<file path="config.mk">
export PLATFORM = sky130hd
export DESIGN_NAME = led_blink_scheduler
export DESIGN_NICKNAME = d
export VERILOG_FILES = /design/src/rtl/led_blink_scheduler.sv
export SDC_FILE = /design/constraint.sdc
export NUM_CORES = 1
export LEC_CHECK = 0
export ABC_AREA = 0
export BUFFER_PORTS_ARGS = -buffer_cell sky130_fd_sc_hd__clkbuf_2
export CAP_MARGIN = 20
export CORE_MARGIN = 4
export CORE_UTILIZATION = 30
export DETAILED_ROUTE_END_ITERATION = 12
export HOLD_SLACK_MARGIN = 0.08
export PLACE_DENSITY_LB_ADDON = 0.3
export SETUP_SLACK_MARGIN = 0.05
export SLEW_MARGIN = 30
export SYNTH_ARGS = -nofsm -noshare
export SYNTH_HDL_FRONTEND = slang
export SYNTH_SLANG_ARGS = --single-unit
</file>
<file path="constraint.sdc">
create_clock -name clk -period 3.3 [get_ports clk]
set_input_delay 0.99 -clock clk [delete_from_list [all_inputs] [get_ports clk]]
set_output_delay 0.99 -clock clk [all_outputs]
set_load 0.05 [all_outputs]
</file>
<file path="src/rtl/led_blink_scheduler.sv">
// Purpose: shares one status LED between NREQ requesters, playing the winner's blink-count code as
//          N ON/OFF blinks followed by an inter-frame gap, then re-arbitrating.
// Latency: grant is combinational in the single IDLE cycle; the frame starts (busy=1, led=1) on the next cycle.
// Backpressure: none; requests are levels that simply wait while a frame plays (non-preemptive).
//
// Ports:
//   clk        system clock (2 MHz nominal)
//   rstb       async active-low reset
//   ena        scheduler enable; low forces IDLE with the LED off, without a done pulse
//   req        level request per requester
//   code       per-requester blink count, slice i = code[i*CW +: CW]; zero means "not eligible"
//   led        LED drive, high only while a blink is on
//   grant      one-hot, 1-cycle pulse in the cycle a frame is accepted
//   done       1-cycle pulse on the last cycle of the inter-frame gap
//   busy       high while a frame is in progress
//   active_id  index of the requester whose frame is playing; held after the frame ends
//
// Optional feature: define LED_SCHED_RR_EN for round-robin arbitration; default is fixed priority
// (lowest eligible index wins).
module led_blink_scheduler #(
  parameter int NREQ    = 4,
  parameter int CW      = 4,
  parameter int IDW     = 2,
  parameter int CLK_DIV = 2000,
  parameter int ON_MS   = 150,
  parameter int OFF_MS  = 250,
  parameter int GAP_MS  = 1000
) (
  input  logic                 clk,
  input  logic                 rstb,
  input  logic                 ena,
  input  logic [NREQ-1:0]      req,
  input  logic [NREQ*CW-1:0]   code,
  output logic                 led,
  output logic [NREQ-1:0]      grant,
  output logic                 done,
  output logic                 busy,
  output logic [IDW-1:0]       active_id
);

  localparam int MAX_OF2 = (ON_MS > OFF_MS) ? ON_MS : OFF_MS;
  localparam int MAX_MS  = (MAX_OF2 > GAP_MS) ? MAX_OF2 : GAP_MS;
  localparam int MSW     = (MAX_MS > 1) ? $clog2(MAX_MS) : 1;
  localparam int DVW     = (CLK_DIV > 1) ? $clog2(CLK_DIV) : 1;

  typedef enum logic [1:0] {S_IDLE, S_ON, S_OFF, S_GAP} state_t;

  state_t           state, state_nxt;
  logic [DVW-1:0]   div;
  logic [MSW-1:0]   msc;
  logic [MSW-1:0]   dur_end;
  logic [CW-1:0]    rem;
  logic             tick;
  logic             expire;
  logic             start;
  logic [NREQ-1:0]  elig;
  logic             win_vld;
  logic [IDW-1:0]   win_idx;
  logic [CW-1:0]    win_code;

  // Eligibility: a requester with a zero code is never considered.
  always_comb begin
    elig = '0;
    for (int i = 0; i < NREQ; i++) begin
      elig[i] = req[i] && (code[i*CW +: CW] != '0);
    end
  end

`ifdef LED_SCHED_RR_EN
  logic [IDW-1:0] ptr;

  // Scan from ptr upwards (modulo NREQ); walking downwards lets the closest index overwrite.
  always_comb begin
    int idx;
    idx     = 0;
    win_vld = 1'b0;
    win_idx = '0;
    for (int k = NREQ-1; k >= 0; k--) begin
      idx = (int'(ptr) + k) % NREQ;
      if (elig[idx]) begin
        win_vld = 1'b1;
        win_idx = IDW'(idx);
      end
    end
  end

  // Pointer moves only on a completed frame, so an ena abort leaves it untouched.
  always_ff @(posedge clk or negedge rstb) begin
    if (!rstb) begin
      ptr <= '0;
    end else if (done) begin
      ptr <= IDW'((int'(active_id) + 1) % NREQ);
    end
  end
`else
  // Fixed priority: walking downwards leaves the lowest eligible index as the winner.
  always_comb begin
    win_vld = 1'b0;
    win_idx = '0;
    for (int k = NREQ-1; k >= 0; k--) begin
      if (elig[k]) begin
        win_vld = 1'b1;
        win_idx = IDW'(k);
      end
    end
  end
`endif

  always_comb begin
    win_code = '0;
    for (int i = 0; i < NREQ; i++) begin
      if (IDW'(i) == win_idx) win_code = code[i*CW +: CW];
    end
  end

  // A state of D ms ends on the tick where msc == D-1, giving exactly D*CLK_DIV cycles.
  assign tick = (div == DVW'(CLK_DIV-1));

  always_comb begin
    dur_end = '0;
    case (state)
      S_ON:    dur_end = MSW'(ON_MS-1);
      S_OFF:   dur_end = MSW'(OFF_MS-1);
      S_GAP:   dur_end = MSW'(GAP_MS-1);
      default: dur_end = '0;
    endcase
  end

  assign expire = tick && (msc == dur_end);

  always_ff @(posedge clk or negedge rstb) begin
    if (!rstb) state <= S_IDLE;
    else       state <= state_nxt;
  end

  always_comb begin
    state_nxt = state;
    led       = 1'b0;
    busy      = 1'b0;
    grant     = '0;
    done      = 1'b0;
    start     = 1'b0;
    case (state)
      S_IDLE: begin
        if (win_vld) begin
          start          = 1'b1;
          grant[win_idx] = 1'b1;
          state_nxt      = S_ON;
        end
      end
      S_ON: begin
        led  = 1'b1;
        busy = 1'b1;
        if (expire) state_nxt = S_OFF;
      end
      S_OFF: begin
        busy = 1'b1;
        // rem was already decremented when ON was left.
        if (expire) state_nxt = (rem != '0) ? S_ON : S_GAP;
      end
      S_GAP: begin
        busy = 1'b1;
        if (expire) begin
          done      = 1'b1;
          state_nxt = S_IDLE;
        end
      end
      default: state_nxt = S_IDLE;
    endcase
    // Disable overrides everything: abort to IDLE, no grant, no done.
    if (!ena) begin
      state_nxt = S_IDLE;
      grant     = '0;
      done      = 1'b0;
      start     = 1'b0;
    end
  end

  always_ff @(posedge clk or negedge rstb) begin
    if (!rstb) begin
      div       <= '0;
      msc       <= '0;
      rem       <= '0;
      active_id <= '0;
    end else begin
      // Timing base restarts on every state entry and stays cleared in IDLE.
      if ((state_nxt != state) || (state_nxt == S_IDLE)) begin
        div <= '0;
        msc <= '0;
      end else if (tick) begin
        div <= '0;
        msc <= msc + 1'b1;
      end else begin
        div <= div + 1'b1;
      end

      if (!ena) begin
        rem <= '0;
      end else if (start) begin
        rem <= win_code;
      end else if ((state == S_ON) && expire) begin
        rem <= rem - 1'b1;
      end

      if (start) active_id <= win_idx;
    end
  end

endmodule

</file>
==> results of run 1 <==
-- registers in the layout, indices dropped and copies added (netlist names) --
register   cells
div           11
state          2
rem            4
msc           10
active_id      2
-- critical path, cell delays in order --
cell	delay, ns
clkbuf_2	0.13
o41ai_4	0.38
nand2_2	0.12
nor4_4	0.27
buf_2	0.30
-- layout make-up --
cell class | count | area (um^2) | area share [%]
Clock buffer | 5 | 68.8 | 2.67
Inverter | 8 | 30.0 | 1.17
Sequential cell | 29 | 728 | 28.3
Clock inverter | 3 | 17.5 | 0.680
Tap cell | 77 | 96.3 | 3.74
Timing Repair Buffer | 45 | 275 | 10.7
Multi-Input combinational cell | 183 | 1360 | 52.8
-- layout by cell type (no fill, tap or decap), drive strengths merged, types with 2 or more instances in the layout --
master and count:
clkbuf 33, dfrtp 29, a21oi 21, nand2 18, buf 17, nor3 15, nor2 14, xor2 12
xnor2 11, o21ai 9, nand3 9, inv 8, ha 8, and3 7, nand4 6, mux2i 5
and2 5, o41a 4, o21bai 4, o41ai 4, o22ai 3, nor4 3, nor2b 2, a31oi 2
a311oi 2, o22a 2, clkinv 2, nor3b 2, a211oi 2
-- repair_timing --
action                                  CTS  global route
buffers inserted                          0             2
endpoints found under the setup margin    1             3
pin swaps                                 0             0
resized for setup                         2             7
-- power groups by stage --
stage / combinational (W) / clock [W] / sequential [W]
after floorplan: 0.000108 / 0 / 0.000400
after global placement: 0.000194 / 0 / 0.000386
after detailed placement: 0.000195 / 0 / 0.000386
after CTS: 0.000196 / 0.000296 / 0.000380
after global routing: 0.000216 / 0.000314 / 0.000381
final: 0.000195 / 0.000285 / 0.000380
-- per-stage QoR --
stage,cells,setup WS [ns],cell area (um^2),utilization (%)
2_1_floorplan,226,0.00485,2120,-
3_3_place_gp,340,0.122,2450,37.7
3_5_place_dp,340,0.0855,2450,37.7
4_1_cts,348,0.0569,2540,39.1
5_1_grt,350,0.0552,2570,39.6
6_report,350,0.116,2570,39.6
-- logic make-up after synthesis --
logic type                 share of synthesized area, %
and+or+nand+nor                                    23.4
AOI/OAI and AO/OA                                  20.4
DFF                                                35.3
xor gates and xnor gates                           9.80
buffers and inverters                              2.98
adders and majority gates                          4.87
muxes                                              3.17
-- layer usage --
layer | up-vias | track usage [%] | wire length, um
met4 | 0 | 4.59 | 70
li1 | 934 | - | -
met3 | 7 | 2.58 | 150
met5 | - | 0 | 0
met1 | 864 | 17.5 | 2450
met2 | 25 | 20.8 | 2440
-- path summary, 6_finish.rpt --
| check | start | endpoint | cells after the start |
|---|---|---|---|
| worst min register to register | div[0] | div[0] | 1 |
| worst max register to register | state[0] | msc[4] | 9 |
| worst max-delay path | code[1] | grant[3] | 5 |
| worst min-delay path | div[0] | div[0] | 1 |
| min in group asynchronous | rstb | div[3] | 1 |
| max in group asynchronous | rstb | state[1] | 1 |
==> flow_summary.toml, run 1 <==
[power]
p_clk_share_pct = 33.2
p_leak_nw = 1.08
switching_power_w = 0.000277
comb_power_share_pct = 22.7
total_power_w = 0.000860
swShare_pct = 32.2
pwr_density_cell_mw_per_mm2 = 334
power.internal_w = 0.000584
seqPwrFrac_pct = 44.1
ir_drop_mv = 0.205

[logic_synthesis]
synth_ff_type = "dfrtp_1"
ys_seq_elements = 29
netlist_instances = 226
netlist_top_cells_area = "dfrtp_1, a21oi_1, xor2_1, ha_1, xnor2_1"
syn-mean-instance-area_um2 = 9.09
synthArstFlopShare_pct = 100
synth_commonest_cells = "dfrtp_1, a21oi_1, nand2_1"
synth_seq_area_share_pct = 35.3
yosysMostFrequentCell = "dfrtp_1"
synth-edff-count = 0
syn_area_mm2 = 0.00205
synth_cell_types = 46
synth_top_area_share_pct = 35.3
yosys_warnings = 0
syn_nets = 257
synth_top_area_cell = "dfrtp_1"

[sta]
setup_viol = 0
min_period_ns = 3.18
drv_slew = 0
rsz0062_at_grt = "false"
fin_crit_sh_pct = 96.5
relSlewSlack_pct = 44.9
tns_ns = 0
hold_ws_ns = 0.466
tightestPinTransition_ns = 0.825
hold_viol = 0
skew_ns = 0.00734
max_freq_mhz = 314

[route]
wirelength_um = 5110
drtIter0Drc = 56
ant_nets = 0
drc_errors = 0
vias = 1830
avgViaCountPerCell = 5.23
drtPass1Iterations = 4
post_drt_wl_per_cell_um = 14.6

[cells_and_area]
fillers = 633
diodes = 0
drive_gt1_share_pct = 26.7
layout.nets = 303
syn_to_final_growth_pct = 25.3

[worst_setup_path]
path_max_fanout = 3
critPathKind = "input port to primary output"
arrival_ns = 2.19
cp.required_ns = 2.31
worstSetupEndpointType = "primary output"
rrSetupSlack_ns = 0.56
startpoint_type = "input port"

[global_routing]
grt_pass1_vias = 1795
overflow = 0
antenna_found_initial = 0
grt_pass1_wl_um = 8820
grt_max_degree = 30
grt.total_usage_pct = 13.0

[job]
cap_violations = 0

[cts]
cts-buffers-inserted = 5
cts_root_buf = "clkbuf_8"
htreeDepth = 2
clkLatencyLatePin_ns = 0.28
clock_path_buffers = 2
clk_pin_slew_worst_paths_ns = 0.07
cts_tree = "done"
hold_buffers = 0
clock_sinks = 29

[floorplan]
die_w_um = 90.8
num_rows = 29
core_mm2 = 0.00649
start_util_pct = 31.6
die_y_um = 90.8
pin_count = 32
dieArea_mm2 = 0.00824

[hold_path]
min_path_type = "register to register"

[placed_design]
gp_congestion = 0.835
hpwl_um = 3900
port_buffers = 31

[status]
run_status = "finished, final reports clean"
Note: power is estimated with default switching activity, not from simulation.
==> run 2: changes to the inputs <==
--- a/config.mk
+++ b/config.mk
@@ -9,10 +9,11 @@
 export BUFFER_PORTS_ARGS = -buffer_cell sky130_fd_sc_hd__clkbuf_2
 export CAP_MARGIN = 20
 export CORE_MARGIN = 4
-export CORE_UTILIZATION = 30
+export CORE_UTILIZATION = 50
 export DETAILED_ROUTE_END_ITERATION = 12
 export HOLD_SLACK_MARGIN = 0.08
 export PLACE_DENSITY_LB_ADDON = 0.3
+export REMOVE_ABC_BUFFERS = 1
 export SETUP_SLACK_MARGIN = 0.05
 export SLEW_MARGIN = 30
 export SYNTH_ARGS = -nofsm -noshare
==> constraint.sdc (replaced) <==
create_clock -name clk -period 2.8 [get_ports clk]
set_input_delay 0.84 -clock clk [delete_from_list [all_inputs] [get_ports clk]]
set_output_delay 0.84 -clock clk [all_outputs]
set_load 0.05 [all_outputs]
==> flow_summary.toml, run 2 (synthesis results as in run 1) <==
[worst_setup_path]
critPathKind = "register to primary output"
cp.required_ns = 1.96
critPathCapture = "done"
rr_worst_depth = 8
crit_chain = "ha_2 -> nor3_1 -> o22ai_1 -> nor4b_4 -> and3_4 -> buf_12"
startpoint_type = "register"
cp_num_buf_inv = 1
slowest_delay_ns = 0.45
crit_path_start = "state[0]"
rrSetupSlack_ns = 0.14
path_depth = 6
arrival_ns = 2.06
worstSetupEndpointType = "primary output"
critPathSlowestCell = "dfrtp_2"
r2r_end = "msc[7]"
path_max_fanout = 7
rr_startpoint = "state[0]"
cp_top_family = "simple AND/OR/NAND/NOR gates"

[floorplan]
num_rows = 23
start_util_pct = 51.4
dieArea_mm2 = 0.00520
die_w_um = 72.1
core_mm2 = 0.00400
die_y_um = 72.1
pin_count = 32

[cells_and_area]
syn_to_final_growth_pct = 48.2
largest_reg_flops = 11
regMostFlops = "div"
fillers = 251
drive_gt1_share_pct = 40.2
post-route-util_pct = 76.1
diodes = 0
reg_top3 = "div (11), msc (10), rem (4)"
layout.nets = 336
layout_common_cells = "buf_4, dfrtp_1, clkbuf_2, nand2_1, a21oi_1"
final_common_cell = "buf_4"
final_area_mm2 = 0.00305

[power]
comb_power_share_pct = 25.6
power.internal_w = 0.000852
pwr_density_cell_mw_per_mm2 = 398
p_leak_nw = 1.30
swShare_pct = 29.7
switching_power_w = 0.000359
seqPwrFrac_pct = 37.0
p_clk_share_pct = 37.4
ir_drop_mv = 0.339

[sta]
tightestPinTransition_ns = 0.735
setup_viol = 3
relSlewSlack_pct = 51.0
rsz0062_at_grt = "true"
tns_ns = -0.196
hold_viol = 0
fin_ws_ns = -0.104
max_freq_mhz = 344
skew_ns = 0.00457
min_period_ns = 2.90
hold_ws_ns = 0.476
fin_crit_sh_pct = 104
drv_slew = 0

[global_routing]
grt_max_degree = 30
grt_pass1_wl_um = 9350
overflow = 0
antenna_found_initial = 0
top_usage_layer = "met2"
grt_util_met1_pct = 29.3
met2_usage_pct = 37.4
met3_usage_pct = 4.29
grt.total_usage_pct = 22.8
grt_pass1_vias = 2017

[route]
drtIter0Drc = 171
avgViaCountPerCell = 6.30
wirelength_um = 6700
post_drt_wl_per_cell_um = 18.8
drc_errors = 0
drtPass1Iterations = 5
vias = 2242
ant_nets = 0

[cts]
clock_sinks = 29
clk_pin_slew_worst_paths_ns = 0.06
htreeDepth = 2
clock_path_buffers = 2
cts-buffers-inserted = 5
cts_root_buf = "clkbuf_8"
cts_tree = "done"
hold_buffers = 0
clkLatencyLatePin_ns = 0.29

[placed_design]
port_buffers = 31
placed_area_mm2 = 0.00250
hpwl_um = 3890
gp_congestion = 0.886

[hold_path]
min_path_type = "register to register"

[job]
cap_violations = 0

[status]
violations = "setup timing"
run_status = "finished with violations"
[run 2: worst min path at each step]
stage | from | endpoint | slack (ns) | cells after the start
floorplan | div[0] | div[0] | 0.43 | 1
global placement | div[0] | div[0] | 0.45 | 1
detailed placement | div[0] | div[0] | 0.47 | 1
CTS | div[0] | div[0] | 0.48 | 1
global route | div[0] | div[0] | 0.49 | 1
finish | div[0] | div[0] | 0.48 | 1
[run 2: repair_timing]
action,4_1_cts,5_1_grt
endpoints found under the setup margin,4,22
setup buffers,8,6
pin swaps,9,16
gates cloned,0,1
gates resized for setup,27,37
[run 2: routing by layer]
metal	up-vias	part of all wire [%]
met5	-	0
met1	1095	39
met3	25	5.8
li1	1002	-
met2	120	51
met4	0	4.4
[run 2: worst register-to-register path, cell delays in order, from the launching register on]
cell,delay (ns)
dfrtp_2,0.45
ha_2,0.27
nor3_1,0.25
o22ai_1,0.14
nor4b_4,0.30
buf_4,0.22
mux2i_2,0.53
o211ai_4,0.25
a21oi_2,0.18
[run 2: power by group through the flow]
| stage | logic, W | clock network, W | registers, W |
|---|---|---|---|
| 6_report | 0.000311 | 0.000453 | 0.000448 |
| 4_1_cts | 0.000268 | 0.000454 | 0.000447 |
| 5_1_grt | 0.000329 | 0.000475 | 0.000448 |
| 2_1_floorplan | 0.000117 | 0 | 0.000471 |
| 3_3_place_gp | 0.000236 | 0 | 0.000453 |
| 3_5_place_dp | 0.000239 | 0 | 0.000454 |
[run 2: final cells by class]
class	count	area (um^2)	share of cell area, %
tap	50	62.6	2.05
clock inverter	1	30.0	0.986
multi-input combinational	184	1540	50.5
inverter	8	32.5	1.07
clock buffer	7	86.3	2.83
sequential	29	727	23.9
timing repair buffer	77	571	18.7
[run 2: metrics by stage]
| stage | worst slack, ns | std cells | total power [W] |
|---|---|---|---|
| floorplan | -1.35 | 220 | 0.000589 |
| global placement | -0.105 | 333 | 0.000689 |
| detailed placement | -0.161 | 333 | 0.000693 |
| CTS | -0.00434 | 349 | 0.00117 |
| global route | -0.159 | 356 | 0.00125 |
| finish | -0.104 | 356 | 0.00121 |
==> run 3: changes to the inputs <==
--- a/config.mk
+++ b/config.mk
@@ -5,11 +5,13 @@
 export SDC_FILE = /design/constraint.sdc
 export NUM_CORES = 1
 export LEC_CHECK = 0
-export ABC_AREA = 0
+export ABC_AREA = 1
+export ABC_CLOCK_PERIOD_IN_PS = 2800
 export BUFFER_PORTS_ARGS = -buffer_cell sky130_fd_sc_hd__clkbuf_2
 export CAP_MARGIN = 20
 export CORE_MARGIN = 4
 export CORE_UTILIZATION = 50
+export CTS_CLUSTER_DIAMETER = 200
 export DETAILED_ROUTE_END_ITERATION = 12
 export HOLD_SLACK_MARGIN = 0.08
 export PLACE_DENSITY_LB_ADDON = 0.3
==> flow_summary.toml, run 3 <==
[status]
run_status = "finished, final reports clean"

[sta]
fin_crit_sh_pct = 97.7
setup_viol = 0
drv_slew = 0
tightestPinTransition_ns = 0.743
max_freq_mhz = 366
min_period_ns = 2.73
relSlewSlack_pct = 50.5
hold_viol = 0
hold_ws_ns = 0.479
skew_ns = 0.00989
rsz0062_at_grt = "true"
fin_ws_ns = 0.0651

[global_routing]
antenna_found_initial = 0
overflow = 0
met3_usage_pct = 4.46
grt_pass1_vias = 2070
grt_util_met1_pct = 23.7
top_usage_layer = "met2"
grt.total_usage_pct = 20.1
met2_usage_pct = 34.7
grt_pass1_wl_um = 8490
grt_max_degree = 30

[placed_design]
hpwl_um = 3710
gp_congestion = 0.890
port_buffers = 31
placed_area_mm2 = 0.00252
place_ws_ns = -0.0271

[cells_and_area]
post-route-util_pct = 67.1
regMostFlops = "div"
fillers = 351
final_area_mm2 = 0.00276
drive_gt1_share_pct = 33.7
final_common_cell = "nand2_1"
layout_common_cells = "nand2_1, inv_1, nand3_1, clkbuf_2, dfrtp_1"
reg_top3 = "div (11), msc (10), rem (4)"
diodes = 0
largest_reg_flops = 11
syn_to_final_growth_pct = 26.6
layout.nets = 383

[floorplan]
die_w_um = 74.0
die_y_um = 74.0
pin_count = 32
dieArea_mm2 = 0.00548
core_mm2 = 0.00412
start_util_pct = 53.0
num_rows = 23

[worst_setup_path]
worstSetupEndpointType = "primary output"
rr_startpoint = "state[1]"
path_depth = 10
cp.required_ns = 1.96
cp_top_family = "simple AND/OR/NAND/NOR gates"
arrival_ns = 1.89
critPathSlowestCell = "dfrtp_2"
crit_chain = "inv_4 -> ha_2 -> inv_2 -> nand3_1 -> nand2_1 -> nand2_1 -> nor2_2 -> nand2_2 -> nor3_2 -> clkbuf_8"
critPathCapture = "done"
slowest_delay_ns = 0.47
crit_path_start = "state[1]"
rrSetupSlack_ns = 0.57
cp_num_buf_inv = 3
path_max_fanout = 5
cpMostUsedCell = "nand2_1"
startpoint_type = "register"
critPathKind = "register to primary output"
r2r_end = "msc[7]"
rr_worst_depth = 17

[logic_synthesis]
syn_area_mm2 = 0.00218
netlist_instances = 295
synth_top_area_cell = "dfrtp_1"
syn-mean-instance-area_um2 = 7.39
synthArstFlopShare_pct = 100
synth_top_area_share_pct = 33.3
synth-edff-count = 0
netlist_top_cells_area = "dfrtp_1, nand2_1, nor3_2, inv_1, nand3_1"
synth_ff_type = "dfrtp_1"
synth_cell_types = 29
ys_seq_elements = 29
yosys_warnings = 0
synth_commonest_cells = "nand2_1, inv_1, nand3_1, nor2_1, dfrtp_1"
synth_seq_area_share_pct = 33.3
yosysMostFrequentCell = "nand2_1"

[cts]
cts_root_buf = "clkbuf_8"
clk_pin_slew_worst_paths_ns = 0.07
hold_buffers = 0
clkLatencyLatePin_ns = 0.29
htreeDepth = 2
cts-buffers-inserted = 5
clock_path_buffers = 2
clock_sinks = 29
cts_tree = "done"

[route]
avgViaCountPerCell = 5.28
vias = 2129
drc_errors = 0
wirelength_um = 5100
post_drt_wl_per_cell_um = 12.6
ant_nets = 0
drtIter0Drc = 110
drtPass1Iterations = 4

[hold_path]
min_path_type = "register to register"

[power]
pwr_density_cell_mw_per_mm2 = 392
ir_drop_mv = 0.236
total_power_w = 0.00108
p_leak_nw = 1.28

[job]
cap_violations = 0
## run 3: cell count changes after synthesis, sizes merged, moves of 5 or more
cell,delta
a21oi,-16
and2,-5
and3,-7
inv,+34
mux2i,-5
nand2,+53
nand3,+26
nor2,+19
nor3,+11
o21ai,+7
xnor2,-9
xor2,-7
## run 3: per-layer routing
| metal | routed length, um | part of all wire (%) |
|---|---|---|
| met1 | 2290 | 45 |
| met2 | 2450 | 48 |
| met3 | 262 | 5.1 |
| met4 | 90 | 1.8 |
| met5 | 0 | 0 |
## run 3: power breakdown
part           switching [W]  internal, W
Combinational       0.000187     0.000110
Sequential         0.0000129     0.000440
Clock               0.000162     0.000172
Total               0.000362     0.000722
## run 3: layout make-up
cell class              instances  area, um^2  share of cell area (%)
clock buffers                   6        72.6                    2.63
clock inverters                 2        10.0                   0.363
inverters                      43         166                    6.03
multi-input cells             219        1340                    48.6
flip-flops and latches         29         728                    26.4
well taps                      50        62.6                    2.27
repair buffers                 54         378                    13.7
## run 3: how the worst min path moves through the flow
stage                       startpoint            to  cells after the start
after floorplan                 rem[0]        rem[0]                      2
after global placement    active_id[0]  active_id[0]                      2
after detailed placement  active_id[0]  active_id[0]                      2
after CTS                 active_id[0]  active_id[0]                      2
after global routing      active_id[0]  active_id[0]                      2
final                     active_id[0]  active_id[0]                      2
## run 3: cells by family (layout without fill, tap and decap cells)
kind of cell / after synthesis / count (layout) / share of synthesized area, %
simple gates: 172 / 172 / 41.2
buf+inv: 47 / 105 / 9.47
compound gates: 32 / 32 / 8.67
flops: 29 / 29 / 33.3
fa+ha+maj: 8 / 8 / 4.59
xor+xnor: 7 / 7 / 2.81
## run 3: stage by stage
step | instances | setup TNS [ns]
2_1_floorplan | 291 | -0.993
3_5_place_dp | 391 | -0.0392
3_3_place_gp | 391 | 0
5_1_grt | 403 | -0.0362
6_report | 403 | 0
4_1_cts | 401 | -0.00766
## run 3: what timing repair did
| item | in CTS | in global routing |
|---|---|---|
| gates resized for setup | 17 | 23 |
| setup endpoints to repair | 3 | 3 |
| endpoints found under the hold margin | 0 | 0 |
| setup buffers | 2 | 2 |
| pin swaps | 5 | 8 |
## run 3: worst min-delay path, delay by kind of cell, from the launching register on
family / cells / cell delay, ns
simple gates: 2 / 0.11
flops: 1 / 0.35
